===== config.mk =====
export PLATFORM = sky130hd
export DESIGN_NAME = rx_ltssm_os_ctrl
export DESIGN_NICKNAME = d
export VERILOG_FILES = /design/src/rtl/rx_ltssm_os_ctrl_pkg.sv /design/src/rtl/rx_ltssm_os_ctrl_classifier.sv /design/src/rtl/rx_ltssm_os.sv
export SDC_FILE = /design/constraint.sdc
export NUM_CORES = 1
export LEC_CHECK = 0
export BUFFER_PORTS_ARGS = -buffer_cell sky130_fd_sc_hd__buf_2
export CAP_MARGIN = 20
export CORE_MARGIN = 10
export CORE_UTILIZATION = 30
export CTS_BUF_LIST = sky130_fd_sc_hd__clkbuf_4
export CTS_CLUSTER_DIAMETER = 200
export CTS_CLUSTER_SIZE = 10
export DETAILED_ROUTE_END_ITERATION = 6
export PLACE_DENSITY = 0.56
export RECOVER_POWER = 50
export SLEW_MARGIN = 20
export SYNTH_ARGS = -nofsm -noshare
export SYNTH_HDL_FRONTEND = slang
export SYNTH_SLANG_ARGS = --single-unit

===== constraint.sdc =====
create_clock -name clk -period 9.77 [get_ports clk]
set_clock_uncertainty 0.1 [all_clocks]
set_input_delay 2.4425 -clock clk [delete_from_list [all_inputs] [get_ports clk]]
set_output_delay 2.4425 -clock clk [all_outputs]
set_load 0.01 [all_outputs]

===== src/rtl/rx_ltssm_os_ctrl_pkg.sv =====
// Shared symbol constants, state and ordered-set type encodings for the RX LTSSM ordered-set controller.
package rx_ltssm_pkg;

  localparam logic [7:0] COM      = 8'hBC;
  localparam logic [7:0] TS1_ID   = 8'h4A;
  localparam logic [7:0] TS2_ID   = 8'h45;
  localparam logic [7:0] SKP_SYM  = 8'h1C;
  localparam logic [7:0] EIO      = 8'h7C;
  localparam logic [7:0] PAD      = 8'hF7;

  localparam logic [7:0] G3_TS1   = 8'h1E;
  localparam logic [7:0] G3_TS2   = 8'h2D;
  localparam logic [7:0] G3_SKP   = 8'hAA;
  localparam logic [7:0] G3_EIOS  = 8'h66;

  typedef enum logic [2:0] {
    IDLE          = 3'd0,
    POLL_ACTIVE   = 3'd1,
    POLL_CONFIG   = 3'd2,
    CFG_LINKWIDTH = 3'd3,
    CFG_COMPLETE  = 3'd4,
    L0            = 3'd5
  } ltssm_state_t;

  typedef enum logic [2:0] {
    OS_OTHER = 3'd0,
    OS_TS1   = 3'd1,
    OS_TS2   = 3'd2,
    OS_SKP   = 3'd3,
    OS_EIOS  = 3'd4
  } os_type_t;

  function automatic logic [7:0] os_sym(input logic [127:0] d, input logic [3:0] k);
    return d[{k, 3'b000} +: 8];
  endfunction

endpackage


===== src/rtl/rx_ltssm_os_ctrl_classifier.sv =====
// Combinational ordered-set classifier; 8b/10b framing for gen 1/2, 128b/130b identifiers for gen 3+.
module rx_os_classifier
  import rx_ltssm_pkg::*;
(
  input  logic [127:0] osData,
  input  logic [2:0]   gen,
  output os_type_t     osType
);

  logic [7:0] sym0, sym1, sym6;

  assign sym0 = os_sym(osData, 4'd0);
  assign sym1 = os_sym(osData, 4'd1);
  assign sym6 = os_sym(osData, 4'd6);

  always_comb begin
    osType = OS_OTHER;
    if (gen >= 3'd3) begin
      if (sym0 == G3_TS1)                  osType = OS_TS1;
      else if (sym0 == G3_TS2)             osType = OS_TS2;
      else if (sym0 == G3_SKP)             osType = OS_SKP;
      else if (osData == {16{G3_EIOS}})    osType = OS_EIOS;
    end else if (sym0 == COM) begin
      // TS identifiers take priority so a link number that aliases SKP/EIO still reads as a TS
      if (sym6 == TS1_ID)                  osType = OS_TS1;
      else if (sym6 == TS2_ID)             osType = OS_TS2;
      else if (sym1 == SKP_SYM)            osType = OS_SKP;
      else if (sym1 == EIO)                osType = OS_EIOS;
    end
  end

endmodule


===== src/rtl/rx_ltssm_os.sv =====
// Polling/Configuration substate sequencer driven by decoded ordered sets; all outputs registered,
// one cycle from the sampling edge. No backpressure: every valid ordered set is consumed.
module rx_ltssm_os_ctrl
  import rx_ltssm_pkg::*;
#(
  parameter int TS_CNT_POLL    = 8,
  parameter int TS_CNT_CFG     = 2,
  parameter int TIMEOUT_CYCLES = 24000,
  parameter int TMR_W          = 16
) (
  input  logic         clk,
  input  logic         reset,
  input  logic         start,
  input  logic [4:0]   detectedLanes,
  input  logic [2:0]   gen,
  input  logic         osValid,
  input  logic [127:0] osData,
  output logic         decoderEnable,
  output logic [4:0]   decoderLanes,
  output logic [2:0]   decoderGen,
  output logic [2:0]   state,
  output logic [3:0]   tsCount,
  output logic [7:0]   linkNum,
  output logic [4:0]   laneNum,
  output logic         linkUp,
  output logic         timeoutPulse,
  output logic         eiosSeen
);

  ltssm_state_t     cur_state, nxt_state;
  os_type_t         os_type, last_type;
  logic [39:0]      last_body;
  logic [TMR_W-1:0] timer;
  logic             training, is_target, same_ts, cnt_hit, timeout;
  logic [3:0]       cnt_nxt, cnt_thr, ts_count_d;
  logic             enable_d, linkup_d, timeout_d, eios_d, capture;
  logic [4:0]       lanes_legal;

  rx_os_classifier u_classifier (
    .osData (osData),
    .gen    (decoderGen),
    .osType (os_type)
  );

  assign state    = cur_state;
  assign training = cur_state inside {POLL_ACTIVE, POLL_CONFIG, CFG_LINKWIDTH, CFG_COMPLETE};
  assign timeout  = training && (timer == TMR_W'(TIMEOUT_CYCLES - 1));
  assign cnt_thr  = (cur_state inside {POLL_ACTIVE, POLL_CONFIG}) ? 4'(TS_CNT_POLL) : 4'(TS_CNT_CFG);
  // Type is part of the match so a TS1->TS2 switch in POLL_ACTIVE restarts the run
  assign same_ts  = (tsCount != 4'd0) && (os_type == last_type) && (osData[47:8] == last_body);
  assign cnt_hit  = osValid && is_target && (cnt_nxt == cnt_thr);

  always_comb begin
    is_target = 1'b0;
    case (cur_state)
      POLL_ACTIVE:   is_target = (os_type == OS_TS1) || (os_type == OS_TS2);
      POLL_CONFIG:   is_target = (os_type == OS_TS2);
      CFG_LINKWIDTH: is_target = (os_type == OS_TS1) && (os_sym(osData, 4'd1) != PAD);
      CFG_COMPLETE:  is_target = (os_type == OS_TS2) && (os_sym(osData, 4'd2) != PAD);
      default:       is_target = 1'b0;
    endcase
  end

  always_comb begin
    cnt_nxt = tsCount;
    if (osValid && (os_type != OS_SKP)) begin
      if (!is_target)
        cnt_nxt = 4'd0;
      else if (!same_ts)
        cnt_nxt = 4'd1;
      else if (tsCount != 4'd15)
        cnt_nxt = tsCount + 4'd1;
    end
  end

  always_comb begin
    case (detectedLanes)
      5'd1, 5'd2, 5'd4, 5'd8, 5'd16: lanes_legal = detectedLanes;
      default:                       lanes_legal = 5'd1;
    endcase
  end

  always_ff @(posedge clk) begin
    if (reset) cur_state <= IDLE;
    else       cur_state <= nxt_state;
  end

  always_comb begin
    nxt_state = cur_state;
    case (cur_state)
      IDLE:          if (start)   nxt_state = POLL_ACTIVE;
      POLL_ACTIVE:   if (cnt_hit) nxt_state = POLL_CONFIG;
      POLL_CONFIG:   if (cnt_hit) nxt_state = CFG_LINKWIDTH;
      CFG_LINKWIDTH: if (cnt_hit) nxt_state = CFG_COMPLETE;
      CFG_COMPLETE:  if (cnt_hit) nxt_state = L0;
      L0: begin
        if (osValid && (os_type == OS_EIOS))     nxt_state = IDLE;
        else if (osValid && (os_type == OS_TS1)) nxt_state = CFG_LINKWIDTH;
      end
      default:                    nxt_state = IDLE;
    endcase
    if (timeout) nxt_state = IDLE;
  end

  always_comb begin
    ts_count_d = ((nxt_state != cur_state) || !training) ? 4'd0 : cnt_nxt;
    enable_d   = (nxt_state != IDLE);
    linkup_d   = (nxt_state == L0);
    timeout_d  = timeout;
    eios_d     = (cur_state == L0) && osValid && (os_type == OS_EIOS);
    capture    = (cur_state == CFG_COMPLETE) && cnt_hit && !timeout;
  end

  always_ff @(posedge clk) begin
    if (reset) begin
      tsCount       <= 4'd0;
      decoderEnable <= 1'b0;
      linkUp        <= 1'b0;
      timeoutPulse  <= 1'b0;
      eiosSeen      <= 1'b0;
      decoderLanes  <= 5'd0;
      decoderGen    <= 3'd0;
      linkNum       <= 8'd0;
      laneNum       <= 5'd0;
    end else begin
      tsCount       <= ts_count_d;
      decoderEnable <= enable_d;
      linkUp        <= linkup_d;
      timeoutPulse  <= timeout_d;
      eiosSeen      <= eios_d;
      if ((cur_state == IDLE) && start) begin
        decoderLanes <= lanes_legal;
        decoderGen   <= gen;
      end
      if (capture) begin
        linkNum <= osData[15:8];
        laneNum <= osData[20:16];
      end
    end
  end

  always_ff @(posedge clk) begin
    if (reset) begin
      timer     <= '0;
      last_type <= OS_OTHER;
      last_body <= '0;
    end else begin
      timer <= ((nxt_state != cur_state) || !training) ? '0 : timer + 1'b1;
      if (osValid && is_target) begin
        last_type <= os_type;
        last_body <= osData[47:8];
      end
    end
  end

endmodule


* Word level (Yosys, flattened, before mapping)
Index checks and enable logic that the tools add are counted.
** Operators by class
- $add $sub $neg :: 2
- $lt $le $gt $ge :: 1
- Equal/unequal tests :: 32
- Multiplexer cells :: 26
- Reduce and logical (&&, ||, !) cells :: 26
** Operator list (count)
- $eq 128x127->1 const B :: 1
- $mux 3 :: 18
- $eq 40x40->1 :: 1
- $eq 8x7->1 const B :: 3
- $mux 4 :: 5
- $pmux 3 s6 :: 1
- $add 16x1->16 const B :: 1
- $eq 16x15->1 const B :: 1
- $eq 8x5->1 const B :: 2
- $eq 8x8->1 const B :: 2
- $ne 8x8->1 const B :: 2
- $logic_and 1x1->1 :: 15
- $eq 3x3->1 const B :: 4
- $eq 3x2->1 const B :: 3
- $eq 8x6->1 const B :: 1
- $reduce_bool 4->1 :: 2
- $eq 3x1->1 const B :: 2
- $eq 5x1->1 const B :: 1
- $eq 5x2->1 const B :: 1
- $eq 5x3->1 const B :: 1
- $eq 5x4->1 const B :: 1
- $eq 5x5->1 const B :: 1
- $mux 5 :: 1
- $reduce_or 5->1 :: 1
- 14 further kinds :: 16
** Word-level totals
- Bits in registers :: 91
- Input port bits :: 140
- Output and inout port bits :: 32
- Word-level logic and storage cells :: 100

* Longest topological paths before layout
- Depth in word-level cells :: 21
- Depth in mapped cells :: 12
- Depth with buffers taken out :: 10

* Cells and area by module
Synthesis repeated with hierarchy kept, for this count alone.
** Second synthesis, totals
- Cell total of the unflattened synthesis :: 604
- Area total of the unflattened synthesis :: 4936.0 µm²
** By module, submodules not included
- rx_ltssm_os_ctrl :: instances 1, cells an instance 526, area each 4299.1 µm², sequential area each 1821.7 µm²
- rx_os_classifier :: instances 1, cells an instance 78, area each 636.9 µm², sequential area each 0.0 µm²

* Least setup slack after synthesis
No wires, ideal clock.
- Path kind :: in2reg
- Start point :: input osData[48]
- End point :: register laneNum[4]
- Setup time :: 0.128 ns
- Data arrival time :: 4.986 ns
- Data required time :: 9.542 ns
- Path slack :: 4.557 ns
- Stages on the path :: 12
- Path buffers :: 3
- Cells stage by stage :: or4b_1 > o41ai_2 > a21oi_2 > or2_4 > xor2_1 > nor4bb_1 > buf_6 > and4_1 > buf_6 > buf_12 > mux2i_1 > nor2_1
** On the way
- Word-level cells in the longest chain between the ends :: 16
- Elaborated cells between the ends (all ways) :: 30
- Those cells by class :: eq/ne (8); mux (12); reduce/logical (10)
** RTL lines
- from (decl) :: line rx_ltssm_os.sv:17 : input logic [127:0] osData,
- $eq 128x127->1 :: line rx_ltssm_os_ctrl_classifier.sv:22 : else if (osData == {16{G3_EIOS}}) osType = OS_EIOS;
- $mux 3 :: line rx_ltssm_os_ctrl_classifier.sv:22
- $mux 3 :: line rx_ltssm_os_ctrl_classifier.sv:21 : else if (sym0 == G3_SKP) osType = OS_SKP;
- $mux 3 :: line rx_ltssm_os_ctrl_classifier.sv:20 : else if (sym0 == G3_TS2) osType = OS_TS2;
- $mux 3 :: line rx_ltssm_os_ctrl_classifier.sv:19 : if (sym0 == G3_TS1) osType = OS_TS1;
- $mux 3 (*) :: line rx_ltssm_os_ctrl_classifier.sv:18 : if (gen >= 3'd3) begin
- parallel branches: the longest is 7 deep, another holds $pmux 1 s4
- $logic_and 1x1->1 (*) :: line rx_ltssm_os.sv:51 : assign cnt_hit = osValid && is_target && (cnt_nxt == cnt_thr);
- $logic_and 1x1->1 (*) (2 in a row) :: line rx_ltssm_os.sv:111 : capture = (cur_state == CFG_COMPLETE) && cnt_hit && !timeout;
- to (signal assigned) :: line rx_ltssm_os.sv:137 : laneNum <= osData[20:16];
- to (decl) :: line rx_ltssm_os.sv:24 : output logic [4:0] laneNum,
Every way passes the cells marked *.
A chain may end at the register's enable or synchronous reset.

* Final worst setup path
- Start point :: input osData[48]
- End point :: register linkNum[0]
** On the way
- Word-level cells in the longest chain between the ends :: 16
- Elaborated cells between the ends (all ways) :: 30
- Those cells by class :: eq/ne (8); mux (12); reduce/logical (10)
** RTL lines
- $eq 128x127->1 :: line rx_ltssm_os_ctrl_classifier.sv:22
- $mux 3 :: line rx_ltssm_os_ctrl_classifier.sv:22
- $mux 3 :: line rx_ltssm_os_ctrl_classifier.sv:21
- $mux 3 :: line rx_ltssm_os_ctrl_classifier.sv:20
- $mux 3 :: line rx_ltssm_os_ctrl_classifier.sv:19
- $mux 3 (*) :: line rx_ltssm_os_ctrl_classifier.sv:18
- parallel branches: the longest is 7 deep, another holds $pmux 1 s4
- $logic_and 1x1->1 (*) :: line rx_ltssm_os.sv:51
- $logic_and 1x1->1 (*) (2 in a row) :: line rx_ltssm_os.sv:111
- to (signal assigned) :: line rx_ltssm_os.sv:136 : linkNum <= osData[15:8];
- to (decl) :: line rx_ltssm_os.sv:23 : output logic [7:0] linkNum,
Marked as above.

==> impl_metrics.py <==
metrics = {
    "routing": {
        "drt_iter0_drc": 327,
        "vias": 4764,
        "detail_route.wl_per_cell_um": 16.6,
        "viasPerCell": 4.93,
        "totalWireLength_um": 16100,
        "drtAntennaViolNets": 0,
        "dr.pass1.iters": 4,
        "route.detailed.drc": 0,
    },
    "final_layout": {
        "final_area_sq_um": 6390,
        "number_of_fill_cells": 1825,
        "areaGrowthSynthToFinish_pct": 21.6,
        "ff_latch_area_sq_um": 1820,
        "finalNetCount": 878,
        "multi_input_comb_area_sq_um": 3210,
        "post_route_cells_drive_above_1_share": 0.246,
    },
    "setup_path": {
        "worst_path_max_delay_cell": "and4_1",
        "timing.critical_path.slowest_cell_delay_ns": 0.88,
        "worstSetupEndpointType": "register",
        "critical_path.startpoint_type": "primary input",
        "timing.critical_path.fanout_max": 13,
        "cp_data_arrival_time_ns": 5.89,
        "crit_path_cell_trace": "buf_2, or4b_1, o41ai_2, a21oi_2, or2_4, xor2_1, nor4bb_2, and4_1, mux2i_1, nor2_1",
        "critPathRequiredTime_ns": 9.92,
        "critPathKind": "in -> reg",
        "critical-path-top-delay-family": "simple AND/OR/NAND/NOR gates",
        "crit_buf_inv": 1,
    },
    "grt": {
        "track_usage": 0.138,
        "first_pass_grt_wire_length_um": 26100,
        "initial_antenna_violation_count": 2,
        "grt_start_max_net_pins": 68,
        "global_route.overflow_total": 0,
        "first_global_vias": 4910,
    },
    "power": {
        "switching_power_mw": 0.193,
        "pwr-share-comb": 0.132,
        "pwr-share-seq": 0.509,
        "power.internal_mw": 0.553,
        "power_density_nw_per_um2": 117,
        "p_clk_frac": 0.359,
        "ir_drop_uv": 109,
        "power_switching_share": 0.259,
        "power.leakage_nw": 2.78,
    },
    "synth": {
        "syn-num-nets": 718,
        "synth_area_per_cell_sq_um": 9.13,
        "part_of_the_yosys_area_used_for_sequential_elements": 0.347,
        "synthCells": 575,
        "synth.top_cells.by_area": "dfxtp_1 35%, mux2i_1 11%, nor2_1 6.0%",
        "number_of_enable_flip_flop_cells_after_synthesis": 0,
        "synth_cell_type_count": 73,
        "post-synth-top-count-cell": "dfxtp_1",
        "synth_top_area_frac": 0.347,
        "synth_common_cells": "91 x dfxtp_1, 84 x nor2_1, 59 x mux2i_1",
        "yosys_most_used_dff": "dfxtp_1",
        "ys_warn_count": 0,
        "post_synth_instance_area_sq_um": 5250,
        "postSynthRegisterBits": 91,
        "synthDominantAreaCellType": "dfxtp_1",
        "async_reset_ff_frac": 0,
    },
    "clocking": {
        "cts.repair.resized": 0,
        "clk_latency_ns": 0.47,
        "path_clk_slew_ns": 0.15,
        "number_of_buffers_inserted_by_post_cts_setup_repair": 0,
        "cts.path.max_buffers": 2,
        "clock_sink_count": 91,
        "hold_buffers": 0,
        "htreeDepth": 3,
        "root_buffer": "clkbuf_4",
        "tritoncts.num_buffers": 9,
        "cts_tree": "built",
    },
    "status": {
        "run_status": "complete, but fails checks",
        "failing_checks": "capacitance limit, slew limit",
    },
    "floorplanning": {
        "top_level_ports": 172,
        "initial_core_util": 0.305,
        "core_area_sq_um": 17200,
        "die_y_um": 152,
        "core.rowCount": 48,
        "die_w_um": 152,
        "fp.dieArea_sq_um": 23200,
    },
    "timing": {
        "finalCritPeriodShare": 0.587,
        "slew-limit-headroom": -1.11,
        "hold_viol": 0,
        "grt_setup_unrepaired": "no",
        "count_of_endpoints_failing_setup_in_the_final_report": 0,
        "fmaxAchievable_mhz": 174,
        "finalHoldWorstSlack_ns": 0.385,
        "tightest_slew_ns": 3.17,
        "finalMaxSlewViolations": 68,
        "total_negative_setup_slacks_ns": 0,
        "final.min_clock_period_ns": 5.74,
    },
    "placed_design": {
        "detailed_place.area_sq_um": 6230,
        "gp_routability_congestion": 0.826,
        "place.port_buffers": 171,
        "dp.final_hpwl_um": 12900,
    },
    "worst_hold_path": {
        "min-delay-path-class": "reg -> reg",
    },
    "job": {
        "drv_cap": 1,
    },
}
-- power groups by stage --
stage	logic (mW)	registers [mW]	clock network [mW]
final	0.0988	0.380	0.268
after global routing	0.110	0.381	0.294
after CTS	0.100	0.380	0.282
after detailed placement	0.0999	0.388	0
after global placement	0.0992	0.388	0
after floorplan	0.0498	0.388	0
-- placed cells by master, fill, tap and decap left out, types with 5 or more instances in the layout --
cell type / netlist / layout
buf_2: 10 / 139
dfxtp_1: 91 / 91
nor2_1: 84 / 84
mux2i_1: 59 / 59
clkbuf_1: 9 / 33
xor2_1: 32 / 32
nor3_1: 30 / 30
xnor2_1: 28 / 28
nand2_1: 23 / 22
nand4_1: 20 / 20
nor4bb_1: 20 / 19
nand3_1: 17 / 17
a21oi_1: 14 / 14
nor4_1: 11 / 11
inv_1: 10 / 10
nor4b_1: 10 / 10
o21ai_0: 9 / 9
clkbuf_4: 0 / 9
a21o_1: 5 / 5
and3_1: 5 / 5
-- cells by family after synthesis --
group | Yosys count | synth area share
muxes | 60 | 0.115
adders and majority gates | 3 | 0.00715
AOI/OAI and AO/OA | 55 | 0.0793
and+or+nand+nor | 270 | 0.308
DFF | 91 | 0.347
xor gates and xnor gates | 60 | 0.100
buffers and inverters | 36 | 0.0438
-- worst paths after layout --
kind | from | end | slack, ns | depth (start not counted)
worst max-delay path | osData[48] | linkNum[0]$_SDFFE_PP0P_ | 4.03 | 10
worst min-delay path | decoderLanes[0]$_SDFFE_PP0P_ | decoderLanes[0]$_SDFFE_PP0P_ | 0.38 | 2
worst max register to register | tsCount[1]$_SDFF_PP0_ | linkNum[0]$_SDFFE_PP0P_ | 5.93 | 9
worst min register to register | decoderLanes[0]$_SDFFE_PP0P_ | decoderLanes[0]$_SDFFE_PP0P_ | 0.38 | 2
-- tightest hold or removal path: cells and delay by family, from the launching register on --
family                 cells  cell delay, ns
flip-flops                 1            0.34
AO/OA/AOI/OAI              1            0.06
buffers and inverters      1            0.05
-- registers in the layout, indices dropped and copies added (netlist names) --
signal,cells
decoderLanes,5
decoderEnable,1
laneNum,5
timeoutPulse,1
last_type,3
state,3
decoderGen,3
last_body,40
timer,16
tsCount,4
linkNum,8
linkUp,1
eiosSeen,1
-- area by class of cell --
cell class                 instances  share of cell area
clock inverter                     7              0.0192
inverter                          10             0.00588
tap                              225              0.0441
multi-input combinational        448               0.502
antenna                            2            0.000784
timing repair buffer             175               0.132
sequential                        91               0.285
clock buffer                       9              0.0106
-- stage by stage --
step	utilization	worst slack, ns	std cells	power (mW)
after floorplan	-	4.56	575	0.437
after global placement	0.361	3.44	949	0.487
after detailed placement	0.361	3.30	949	0.488
after CTS	0.372	3.87	965	0.762
after global routing	0.370	3.70	966	0.785
final	0.370	4.03	967	0.747
-- metal layers --
metal | share of wire | global-route usage | up-vias
li1 | - | - | 2420
met1 | 0.47 | 0.177 | 2210
met2 | 0.46 | 0.218 | 119
met3 | 0.059 | 0.0409 | 15
met4 | 0.017 | 0.0394 | 0
met5 | 0 | 0 | -
Note: power is estimated with default switching activity, not from simulation.
